==> src/rtl/lif_pkg.sv <==
// lif_pkg: shared definitions for the leaky integrate-and-fire layer.
//   - lif_rst_mode_e : what happens to the membrane after a spike
//   - lif_sat_add    : unsigned add that clamps to the all-ones value of a
//                      chosen width instead of wrapping
package lif_pkg;

  // Post-spike membrane behaviour: clear to zero, or keep the excess above threshold.
  typedef enum logic {
    LIF_RST_ZERO = 1'b0,
    LIF_RST_SUB  = 1'b1
  } lif_rst_mode_e;

  // Saturating add of two operands already known to fit in w bits (w <= 32).
  // The sum is formed one bit wider so the carry is visible, then clamped.
  function automatic logic [31:0] lif_sat_add(input logic [31:0] a,
                                              input logic [31:0] b,
                                              input int unsigned w);
    logic [32:0] sum_v;
    logic [32:0] lim_v;
    sum_v = {1'b0, a} + {1'b0, b};
    lim_v = (33'd1 << w) - 33'd1;
    if (sum_v > lim_v) begin
      return lim_v[31:0];
    end else begin
      return sum_v[31:0];
    end
  endfunction

endpackage

==> src/rtl/lif_cell.sv <==
// lif_cell: one leaky integrate-and-fire neuron.
// Ports:
//   clk, rst    - clock, asynchronous active-high reset
//   en          - advance state when 1, hold when 0
//   in_cur      - input current for this step
//   thresh      - firing threshold
//   s_out       - registered membrane value
//   spike_out   - registered spike flag (one cycle per firing)
//   spike_nxt   - value spike_out takes at the next edge (for counters
//                 that must count in the same edge as the spike appears)
module lif_cell
  import lif_pkg::*;
#(
  parameter int WIDTH      = 8,
  parameter int LEAK_SHIFT = 1,
  parameter int REFRAC     = 2,
  parameter int RESET_MODE = 0
) (
  input  logic             clk,
  input  logic             rst,
  input  logic             en,
  input  logic [WIDTH-1:0] in_cur,
  input  logic [WIDTH-1:0] thresh,
  output logic [WIDTH-1:0] s_out,
  output logic             spike_out,
  output logic             spike_nxt
);

  // The refractory counter needs at least one bit even when REFRAC is 0.
  localparam int RC_W = (REFRAC > 0) ? $clog2(REFRAC + 1) : 1;
  localparam logic [RC_W-1:0] REFRAC_V = RC_W'(REFRAC);

  logic [WIDTH-1:0] s_q, s_d;
  logic [RC_W-1:0]  rc_q, rc_d;
  logic             spike_q, spike_d;
  logic [WIDTH-1:0] leaked_s;

  // s - (s >> LEAK_SHIFT) never underflows, so no guard is needed here.
  assign leaked_s = s_q - (s_q >> LEAK_SHIFT);

  // Next-state: refractory first, then fire, then leak+integrate.
  always_comb begin
    s_d     = s_q;
    rc_d    = rc_q;
    spike_d = spike_q;
    if (en) begin
      if (rc_q != {RC_W{1'b0}}) begin
        s_d     = {WIDTH{1'b0}};
        rc_d    = rc_q - RC_W'(1);
        spike_d = 1'b0;
      end else if (s_q >= thresh) begin
        spike_d = 1'b1;
        rc_d    = REFRAC_V;
        if (RESET_MODE == int'(LIF_RST_SUB)) begin
          s_d = s_q - thresh;
        end else begin
          s_d = {WIDTH{1'b0}};
        end
      end else begin
        spike_d = 1'b0;
        rc_d    = rc_q;
        s_d     = WIDTH'(lif_sat_add(32'(leaked_s), 32'(in_cur), WIDTH));
      end
    end else begin
      s_d     = s_q;
      rc_d    = rc_q;
      spike_d = spike_q;
    end
  end

  // Neuron state registers.
  always_ff @(posedge clk or posedge rst) begin
    if (rst) begin
      s_q     <= {WIDTH{1'b0}};
      rc_q    <= {RC_W{1'b0}};
      spike_q <= 1'b0;
    end else begin
      s_q     <= s_d;
      rc_q    <= rc_d;
      spike_q <= spike_d;
    end
  end

  assign s_out     = s_q;
  assign spike_out = spike_q;
  assign spike_nxt = spike_d;

endmodule

==> src/rtl/lif_layer.sv <==
// lif_layer: feed-forward chain of N leaky integrate-and-fire neurons.
// Neuron 0 integrates `current`; neuron k>0 receives WEIGHT in the step
// after neuron k-1 spikes.
// Ports:
//   clk, rst   - clock, asynchronous active-high reset
//   en         - advance all state when 1, freeze everything when 0
//   current    - input current of neuron 0
//   thresh     - firing threshold shared by all neurons
//   sel        - neuron whose membrane appears on state_out (>= N gives 0)
//   cnt_clr    - synchronous clear of spike_cnt (only acts when en=1)
//   spike      - registered spike flags, bit k = neuron k
//   state_out  - membrane of neuron sel
//   spike_cnt  - saturating count of last-neuron spike cycles
module lif_layer
  import lif_pkg::*;
#(
  parameter int               N          = 4,
  parameter int               WIDTH      = 8,
  parameter int               LEAK_SHIFT = 1,
  parameter int               REFRAC     = 2,
  parameter logic [WIDTH-1:0] WEIGHT     = 8'd255,
  parameter int               RESET_MODE = 0,
  parameter int               CNT_W      = 8
) (
  input  logic                 clk,
  input  logic                 rst,
  input  logic                 en,
  input  logic [WIDTH-1:0]     current,
  input  logic [WIDTH-1:0]     thresh,
  input  logic [$clog2(N)-1:0] sel,
  input  logic                 cnt_clr,
  output logic [N-1:0]         spike,
  output logic [WIDTH-1:0]     state_out,
  output logic [CNT_W-1:0]     spike_cnt
);

  logic [WIDTH-1:0] s_arr  [N];
  logic [WIDTH-1:0] in_arr [N];
  logic [N-1:0]     spike_nxt_s;
  logic [CNT_W-1:0] cnt_q, cnt_d;

  for (genvar k = 0; k < N; k++) begin : g_cell
    if (k == 0) begin : g_head
      assign in_arr[k] = current;
    end else begin : g_link
      // Chaining uses the registered spike, which gives the 2-cycle stage delay.
      assign in_arr[k] = spike[k-1] ? WEIGHT : {WIDTH{1'b0}};
    end

    lif_cell #(
      .WIDTH      (WIDTH),
      .LEAK_SHIFT (LEAK_SHIFT),
      .REFRAC     (REFRAC),
      .RESET_MODE (RESET_MODE)
    ) u_cell (
      .clk       (clk),
      .rst       (rst),
      .en        (en),
      .in_cur    (in_arr[k]),
      .thresh    (thresh),
      .s_out     (s_arr[k]),
      .spike_out (spike[k]),
      .spike_nxt (spike_nxt_s[k])
    );
  end

  // Membrane readout mux; out-of-range selects read as zero.
  always_comb begin
    state_out = {WIDTH{1'b0}};
    if (int'(sel) < N) begin
      state_out = s_arr[sel];
    end else begin
      state_out = {WIDTH{1'b0}};
    end
  end

  // Counter next-state: clear beats increment; counts on the edge the spike is registered.
  always_comb begin
    cnt_d = cnt_q;
    if (en) begin
      if (cnt_clr) begin
        cnt_d = {CNT_W{1'b0}};
      end else if (spike_nxt_s[N-1] && (cnt_q != {CNT_W{1'b1}})) begin
        cnt_d = cnt_q + CNT_W'(1);
      end else begin
        cnt_d = cnt_q;
      end
    end else begin
      cnt_d = cnt_q;
    end
  end

  // Spike counter register.
  always_ff @(posedge clk or posedge rst) begin
    if (rst) begin
      cnt_q <= {CNT_W{1'b0}};
    end else begin
      cnt_q <= cnt_d;
    end
  end

  assign spike_cnt = cnt_q;

endmodule

==> config.mk <==
export PLATFORM = sky130hd
export DESIGN_NAME = lif_layer
export DESIGN_NICKNAME = d
export VERILOG_FILES = /design/src/rtl/lif_pkg.sv /design/src/rtl/lif_cell.sv /design/src/rtl/lif_layer.sv
export SDC_FILE = /design/constraint.sdc
export NUM_CORES = 1
export LEC_CHECK = 0
export CAP_MARGIN = 40
export CORE_ASPECT_RATIO = 2
export CORE_MARGIN = 3
export CORE_UTILIZATION = 60
export CTS_BUF_LIST = sky130_fd_sc_hd__clkbuf_8
export CTS_CLUSTER_DIAMETER = 30
export DETAILED_ROUTE_END_ITERATION = 7
export MAX_ROUTING_LAYER = met4
export PLACE_DENSITY = 0.81
export SLEW_MARGIN = 0
export SYNTH_ARGS = -nofsm -noshare
export SYNTH_HDL_FRONTEND = slang
export SYNTH_SLANG_ARGS = --single-unit
==> constraint.sdc <==
create_clock -name clk -period 3.35 [get_ports clk]
set_input_delay 0.67 -clock clk [delete_from_list [all_inputs] [get_ports clk]]
set_output_delay 0.67 -clock clk [all_outputs]
set_load 0.02 [all_outputs]
==> metrics <==
Root Driver=clkbuf_8; Period minus WS final=around 3.3 ns; Clk Latency, worst-skew pair=0.31 ns; met3 wire length=between 500 and 600 um; status=completed; top-count cell post-synth=ha_1; Metal-1 WL=4.94 mm; critical-path maximum fanout=5; DRC=0; TritonCTS clock tree=done; pwr/cell area=around 1200 nW/um2; Initial Utilization=0.622; Synth async-reset ratio=1.00; MaxCap Viol Count=0; Lkg Pwr=0.00295 uW; Synth top area share=0.231; Via density=6.27; Crit path arrival time=3.46 ns; Slew @ Worst Pin=0.631 ns; Tot GR Track Use=0.277; routed length on met2=7.52 mm; final WL=13.7 mm; Setup CP Type=reg -> reg; Top Metal Used=met4; grt ovf=0; relative slew slack=0.574; Slew Viols, Final=0; unrepaired setup endpoints after global routing=false; Clock Tree Buf Depth=2; wire per inst=17.3 um; CTS buffer count=5; Die H=143 um; Mean Syn Cell Area=8.79 um2; final hold viol count=0; clock share of power=0.052; HPWL Detailed=around 11 mm; Final Worst Setup Slack=0.0757 ns; Vias=4956; TNS Setup=0 ns; IO buf count=41; Synth Net Count=773; Psw=3650 uW; Worst VDD drop=between 0.6 and 0.7 mV; Hold Buf Count CTS=0; crit share post-route=0.977; sw frac=0.499; Hold WC Path Type=reg -> reg; final setup fails=0; fin nets=818; Combinational Power Share=0.799; num ports=42; Synth cell types=63; startpoint types=flip-flop; post-synthesis cell area=5640 um2; Seq pwr share=0.149; n_diodes=0; DR iter-0 viols=roughly 300; CTS Sinks=between 50 and 60; Commonest cells post-synth=ha_1, inv_1, nor2_1, dfrtp_1, a21oi_1; pre-CTS setup slack=approximately 0.12 ns; Fmax=around 0.3 GHz; Crit path required time=3.54 ns; Crit. End Element=flip-flop; Yosys warning total=0; sequential-to-total area share from yosys stat=0.231; antenna violations before repair=0; first-pass GRT wire length=22.5 mm; DRT Pass-1 Iters=5; Die ar.=between 10000 and 15000 um2; # rows=49; largest net degree at the start of global routing=34; Synth-to-Final Area Change=11.7%; post-route ant nets=0; clk_skew=0.00753 ns; layout cell share with drive strength beyond 1=0.0828; Die Wd=~75 um; core area=9070 um2; vias in the first global route=5112; register bit total from synthesis=52; Clock transition at path regs=0.09 ns; hold slack=around 0.50 ns; Post-Syn Instances=642; Synth area leaders=dfrtp_1, ha_1, inv_1; Yosys top cell by area=dfrtp_1; Placer Congestion=just under 0.9; EDFF count, synth=0; Synth Flop Type=dfrtp_1; Max H-tree Level=2; Int Power=3660 uW
## placed cells by master, fill, tap and decap left out, types with 4 or more instances in the layout
cell,instances
xnor2_1,30
clkdlybuf4s50_1,41
or4_1,5
or3_1,4
nand2b_1,12
nor2_1,64
a211oi_1,6
mux4_2,8
a21oi_2,5
inv_1,78
fa_1,6
xor2_1,5
nand2_1,31
nand4_1,5
buf_4,9
a21oi_1,35
a21o_1,4
o22ai_1,26
nor3_1,13
clkbuf_8,6
o31ai_1,4
o21a_1,7
o21ai_1,4
o211ai_1,5
ha_1,101
nor2b_1,15
o21ai_0,29
nand3_1,16
o41ai_1,6
dfrtp_1,49
## metrics by stage
stage	total power, uW	instances	instance area [um2]	util
after CTS	7180	788	6260	0.690
after global routing	8020	790	6300	0.695
after global placement	6480	780	6170	0.680
after floorplan	5530	642	5640	-
final	7310	790	6300	0.695
after detailed placement	6770	780	6170	0.680
## area by class of cell
class	count	area, um2
inverter	80	300
timing repair buffer	50	478
clock inverter	2	10.0
tap	102	128
sequential	52	1310
clock buffer	6	82.6
multi-input combinational	498	4000
fill	721	2770
## state kept, by name, summed over array words and instances (netlist names)
name,count
g_cell.u_cell.s_out,32
g_cell.u_cell.rc_q,8
spike_cnt,8
g_cell.u_cell.spike_out,4
## layer usage
metal	GRT usage	vias to the layer above
met5	-	-
met2	0.503	147
met3	0.0345	46
li1	-	2382
met4	0.144	0
met1	0.276	2381
## worst paths after layout
kind / from / end / slack, ns / depth (start not counted)
worst max-delay path: g_cell[0].u_cell.s_out[2]$_DFFE_PP0P_ / g_cell[0].u_cell.s_out[6]$_DFFE_PP0P_ / 0.08 / 13
worst min-delay path: g_cell[3].u_cell.spike_out$_DFF_PP0_ / g_cell[3].u_cell.spike_out$_DFF_PP0_ / 0.50 / 1
worst max register to register: g_cell[0].u_cell.s_out[2]$_DFFE_PP0P_ / g_cell[0].u_cell.s_out[6]$_DFFE_PP0P_ / 0.08 / 13
worst min register to register: g_cell[3].u_cell.spike_out$_DFF_PP0_ / g_cell[3].u_cell.spike_out$_DFF_PP0_ / 0.50 / 1
max in group asynchronous: rst / g_cell[2].u_cell.s_out[1]$_DFFE_PP0P_ / 1.85 / 3
min in group asynchronous: rst / spike_cnt[4]$_DFFE_PP0P_ / 0.68 / 2
## logic make-up (layout without fill, tap and decap cells)
| group | Yosys count | in the layout | synth area share |
|---|---|---|---|
| muxes | 15 | 15 | 0.0459 |
| DFF | 52 | 52 | 0.231 |
| AOI/OAI and AO/OA | 157 | 157 | 0.187 |
| and+or+nand+nor | 182 | 182 | 0.166 |
| adders and majority gates | 109 | 109 | 0.252 |
| buffers and inverters | 92 | 138 | 0.0641 |
| xor gates and xnor gates | 35 | 35 | 0.0543 |
## critical path, cell delays in order (launching register included)
cell and delay, ns:
dfrtp_1 0.47, inv_1 0.10, ha_1 0.28, nor2b_1 0.13
o21ai_0 0.25, nor2b_1 0.20, xnor2_1 0.14, ha_1 0.31
o21ai_0 0.26, a21oi_2 0.10, o21ai_0 0.17, or3b_2 0.45
a21oi_1 0.20, o22ai_1 0.09
## power groups by stage
stage                     registers, uW  logic (uW)  clock network (uW)
after floorplan                     993        4530                   0
after global placement             1090        5390                   0
after detailed placement           1100        5670                   0
after CTS                          1080        5710                 383
after global routing               1110        6500                 412
final                              1090        5840                 378
## timing repair
item,4_1_cts,5_1_grt
gates resized for setup,0,12
setup buffers,0,2
endpoints found under the setup margin,0,12
Note: power is estimated with default switching activity, not from simulation.
